<file path="src/rtl/booth_mul_32.sv">
`default_nettype none
// ============================================================================
// Module   : booth_mul_32
// Purpose  : Pipelined 32x32 signed multiplier using radix-4 (bit-pair) Booth
//            recoding of b. Produces the full 64-bit two's-complement product
//            two rising edges after the operands are sampled. It accepts one
//            operand pair per cycle.
// Ports    : clk       - system clock, rising edge active
//            rst_n     - asynchronous active-low reset
//            in_valid  - a/b valid this cycle
//            a         - signed multiplicand
//            b         - signed multiplier (Booth-recoded)
//            out_valid - z holds a new product this cycle
//            z         - signed 64-bit product a*b (held while out_valid=0)
// Revision : 1.0  initial release
// ============================================================================
module booth_mul_32 (
  input  logic        clk,
  input  logic        rst_n,
  input  logic        in_valid,
  input  logic [31:0] a,
  input  logic [31:0] b,
  output logic        out_valid,
  output logic [63:0] z
);

  localparam int c_NUM_DIGITS = 16;

  // Stage 1 registers
  logic [31:0] a_q, a_d;
  logic [31:0] b_q, b_d;
  logic        v1_q, v1_d;

  // Output registers
  logic [63:0] z_q, z_d;
  logic        out_valid_q, out_valid_d;

  // Stage 2 combinational
  logic [32:0] w_bx;                     // b_q with the implicit b[-1]=0 appended
  logic [63:0] w_pp [c_NUM_DIGITS];      // aligned partial products
  logic [63:0] w_sum;

  assign w_bx = {b_q, 1'b0};

  // One Booth digit per bit pair of b_q.
  generate
    for (genvar i = 0; i < c_NUM_DIGITS; i++) begin : g_pp
      logic [2:0]  w_trip;
      logic [32:0] w_mag;   // |multiple| of a, 33 bits so 2a cannot overflow
      logic        w_neg;
      logic [63:0] w_ext;
      logic [63:0] w_sgn;

      assign w_trip = w_bx[2*i+2 -: 3];

      always_comb begin
        w_mag = 33'd0;
        w_neg = 1'b0;
        case (w_trip)
          3'b001, 3'b010: w_mag = {a_q[31], a_q};
          3'b011:         w_mag = {a_q, 1'b0};
          3'b100: begin
            w_mag = {a_q, 1'b0};
            w_neg = 1'b1;
          end
          3'b101, 3'b110: begin
            w_mag = {a_q[31], a_q};
            w_neg = 1'b1;
          end
          default:        w_mag = 33'd0;  // 000, 111 -> digit 0
        endcase
      end

      assign w_ext   = {{31{w_mag[32]}}, w_mag};
      // Negate at full 64-bit width so -(-2^32) style cases wrap correctly.
      assign w_sgn   = w_neg ? (~w_ext + 64'd1) : w_ext;
      assign w_pp[i] = w_sgn << (2 * i);
    end
  endgenerate

  // Sum of all partial products modulo 2^64; synthesis is free to restructure
  // this chain into a tree / CSA array.
  always_comb begin
    w_sum = 64'd0;
    for (int i = 0; i < c_NUM_DIGITS; i++) begin
      w_sum = w_sum + w_pp[i];
    end
  end

  always_comb begin
    a_d         = a_q;
    b_d         = b_q;
    z_d         = z_q;
    v1_d        = in_valid;
    out_valid_d = v1_q;
    if (in_valid) begin
      a_d = a;
      b_d = b;
    end
    if (v1_q) begin
      z_d = w_sum;
    end
  end

  always_ff @(posedge clk or negedge rst_n) begin
    if (!rst_n) begin
      a_q         <= 32'd0;
      b_q         <= 32'd0;
      v1_q        <= 1'b0;
      z_q         <= 64'd0;
      out_valid_q <= 1'b0;
    end else begin
      a_q         <= a_d;
      b_q         <= b_d;
      v1_q        <= v1_d;
      z_q         <= z_d;
      out_valid_q <= out_valid_d;
    end
  end

  assign z         = z_q;
  assign out_valid = out_valid_q;

endmodule
`default_nettype wire

</file>
<file path="config.mk">
export PLATFORM = sky130hd
export DESIGN_NAME = booth_mul_32
export DESIGN_NICKNAME = d
export VERILOG_FILES = /design/src/rtl/booth_mul_32.sv
export SDC_FILE = /design/constraint.sdc
export NUM_CORES = 2
export LEC_CHECK = 0
export ABC_AREA = 1
export CAP_MARGIN = 0
export CORE_UTILIZATION = 55
export DETAILED_ROUTE_END_ITERATION = 6
export GPL_ROUTABILITY_DRIVEN = 0
export HOLD_SLACK_MARGIN = 0.12
export MAX_ROUTING_LAYER = met4
export PLACE_DENSITY = 0.73
export SLEW_MARGIN = 0
export SYNTH_ARGS = -nofsm -noshare
export SYNTH_HDL_FRONTEND = slang
export SYNTH_SLANG_ARGS = --single-unit
</file>
<file path="constraint.sdc">
create_clock -name clk -period 8.5 [get_ports clk]
set_input_delay 1.7 -clock clk [delete_from_list [all_inputs] [get_ports clk]]
set_output_delay 1.7 -clock clk [all_outputs]
set_load 0.05 [all_outputs]
</file>
==> run_results.csv <==
group,metric,value,unit
status,outcome,"complete, but fails checks",
status,violations,"DRC, capacitance limit, slew limit, setup timing",
place,hpwl,141000,um
clock_tree,numCtsBuffers,17,
critical_path,cpMostUsedCell,"inv_2",
clock_tree,root_buffer,"clkbuf_16",
clock_tree,insertion_delay,510,ps
global_route,overflow,0,
routing,drc,4,
flow_run,cap_viol_max_count,1,
logic_synthesis,seq_area_frac_synth,7.14,%
hold_path,worstHoldStart,"z[7]$_DFFE_PN0P_",
global_route,track_usage,41.9,%
timing,maxSlewViolCount,6,
timing,timing.fmax,117,MHz
final_layout,multiInputGateArea,0.0375,mm2
critical_path,crit_type,"reg -> reg",
logic_synthesis,yosys_most_used_dff,"dfrtp_1",
critical_path,cp_slowest_stage_delay,590,ps
critical_path,reg2regPathDepth,48,
logic_synthesis,synth_async_sr_flop_share,100,%
routing,first_pass_iters,7,
place,pre_cts_slack,-337,ps
final_layout,area_growth,20.0,%
floorplan,num_io_pins,132,
floorplan,core,0.0820,mm2
final_layout,drive_above_1_share,18.1,%
logic_synthesis,synth_warnings,0,
clock_tree,cts.sinks,130,
logic_synthesis,syn_area,0.0455,mm2
critical_path,critical_path.max_fanout,8,
final_layout,finalNetCount,7850,
routing,wl,174000,um
logic_synthesis,yosys.area.top_type,"fa_1",
critical_path,critPathCaptureType,"flip-flop",
timing,final-hold-violation-count,0,
routing,antenna_left,0,
routing,vias_per_cell,5.83,
clock_tree,clk_path_buf_depth,2,
floorplan,die_x,290,um
floorplan,row_count,105,
timing,layout_setup_ws,-44.9,ps
critical_path,r2r_setup_slack,-40,ps
global_route,grt_antenna_before_repair,3,
final_layout,filler_cell_count,6767,
logic_synthesis,yosys.area.top_type_share,28.0,%
critical_path,rr_endpoint,"z[61]$_DFFE_PN0P_",
critical_path,worstPathRequired,8930,ps
hold_path,hold_end,"z[7]$_DFFE_PN0P_",
floorplan,start_util,55.5,%
hold_path,min_path_type,"reg -> reg",
logic_synthesis,synth_seq_cells,130,
critical_path,rr_startpoint,"b_q[14]$_DFFE_PN0P_",
critical_path,crit_arrival,8970,ps
clock_tree,clkTransAtPathRegs,70,ps
timing,worst_pin_slew,1650,ps
clock_tree,cts_tree,"done",
logic_synthesis,syn_inst,6469,
logic_synthesis,syn-mean-instance-area,7.04,um2
timing,fin_skew,14.5,ps
logic_synthesis,synth.distinct_cells,72,
floorplan,dieArea,0.0839,mm2
final_layout,fin_area,0.0547,mm2
global_route,grt_busiest_layer,"met2",
critical_path,cpLargestDelayFamily,"adder cells",
global_route,grt_util_met1,52.0,%
timing,fin_crit_sh,101,%
global_route,grt_use_met3,16.2,%
timing,rsz0062_at_grt,"true",
logic_synthesis,syn-num-nets,7373,
routing,wl_per_cell,21.6,um
timing,setup_viol,2,
logic_synthesis,synth_area_leaders,"fa_1, inv_1, nand2_1",
timing,layout_min_cycle_time,8540,ps
global_route,grt_start_max_net_pins,77,
global_route,grt_use_met2,59.5,%
place,post_dp_cell_area,0.0511,mm2
timing,max-slew-margin-rel,-11.4,%
place,io_buffers,131,
critical_path,cpMaxStageDelayCell,"fa_2",
routing,num_vias,46800,
hold_path,whs_path_depth,2,
final_layout,final-seq-area,0.00326,mm2
floorplan,die_h,290,um
global_route,grt_pass1_vias,44800,
routing,drt-initial-drc-count,5613,
logic_synthesis,synth_edf_count,0,
critical_path,timing.critical_path.buf_inv,12,
global_route,grt_first_pass_wirelength,255000,um
clock_tree,htree_levels,4,
critical_path,cp-start-kind,"flip-flop",
placed cells by master (no fill, tap or decap), types with 24 or more instances in the layout:
cell type        Yosys  final
a21oi_1            171    128
a21oi_2              2     43
a22oi_1            119    116
a31oi_1             59     53
buf_4               14    559
clkdlybuf4s50_1      0    129
dfrtp_1            130    128
fa_1               637    587
fa_2                 0     50
ha_1               200    150
ha_4                 0     41
inv_1             1497   1443
inv_2               33     87
nand2_1           1017    953
nand2_2             18     69
nand3_1            150    127
nand3_2              4     24
nand4_1             40     40
nor2_1             659    587
nor2_2              23     72
nor2_4               3     26
nor3_1              65     46
o21ai_0            308    270
o21ai_1             32     51
o22ai_1            262    258
or2_2               31     29
xnor2_1            184    183
xor2_1             343    338
metrics by stage:
step                std cells  setup TNS [ps]  utilization, %  hold WS (ps)
floorplan                6469               0               -           352
global placement         7919            -418            62.3           452
detailed placement       7919           -1540            62.3           459
CTS                      7957           -1.62            63.4           477
global route             8032           -3600            66.7           499
finish                   8036           -46.7            66.7           472
logic make-up after synthesis:
logic type,after synthesis,synth area share (%)
DFF,130,7.14
buffers and inverters,1812,15.4
xor gates and xnor gates,527,10.1
AOI/OAI and AO/OA,1084,14.6
muxes,1,0.0247
and+or+nand+nor,2078,19.2
adders and majority gates,837,33.5
how the worst max path moves through the flow:
| stage | startpoint | end | slack, ps | cells after the start |
|---|---|---|---|---|
| 6_report | b_q[14]$_DFFE_PN0P_ | z[61]$_DFFE_PN0P_ | -40 | 48 |
| 5_1_grt | b_q[14]$_DFFE_PN0P_ | z[63]$_DFFE_PN0P_ | -430 | 50 |
| 4_1_cts | b_q[5]$_DFFE_PN0P_ | z[58]$_DFFE_PN0P_ | -2 | 44 |
| 3_5_place_dp | b_q[5]$_DFFE_PN0P_ | z[58]$_DFFE_PN0P_ | -340 | 40 |
| 3_3_place_gp | b_q[13]$_DFFE_PN0P_ | z[58]$_DFFE_PN0P_ | -190 | 37 |
| 2_1_floorplan | b_q[5]$_DFFE_PN0P_ | z[59]$_DFFE_PN0P_ | 210 | 47 |
synth_stat cells, types with 16 or more instances:
cell type	count
a21oi_1	171
a22oi_1	119
a31oi_1	59
buf_1	20
buf_2	78
clkbuf_1	146
dfrtp_1	130
fa_1	637
ha_1	200
inv_1	1497
inv_2	33
nand2_1	1017
nand2_2	18
nand3_1	150
nand4_1	40
nor2_1	659
nor2_2	23
nor3_1	65
nor3_2	22
o21a_1	18
o21ai_0	308
o21ai_1	32
o21bai_1	16
o22ai_1	262
o31ai_1	35
or2_2	31
xnor2_1	184
xor2_1	343
cell type report:
class                      instances  area share (%)
multi-input combinational       4527            68.6
clock inverter                    13           0.355
clock buffer                      19           0.829
antenna                            7          0.0320
timing repair buffer             727            11.2
inverter                        1543            10.6
tap                             1070            2.45
sequential                       130            5.96
repair_timing:
item / 4_1_cts / 5_1_grt
setup buffers: 6 / 72
setup endpoints to repair: 15 / 34
pin swaps: 27 / 289
gates cloned: 0 / 3
hold buffers: 0 / 0
hold endpoints to repair: 0 / 0
gates resized for setup: 47 / 550
worst register-to-register path, delay by kind of cell, from the launching register on:
family | cells | cell delay [ps]
and+or+nand+nor | 24 | 3170
buffers and inverters | 12 | 930
AOI/OAI and AO/OA | 3 | 290
adders and majority gates | 9 | 3710
DFF | 1 | 390
flip-flops by register name (all words and copies together), names as in the netlist:
signal,count
z,64
out_valid_d,1
a_q,32
out_valid,1
b_q,32
layer usage:
metal,wire length (um),vias up
met5,0,-
met4,11300,0
met3,28100,753
met2,70700,3343
met1,63600,21900
li1,-,20800
Power is not shown: default switching activity piles up to over one toggle a cycle in this logic, so the estimate is an artifact.
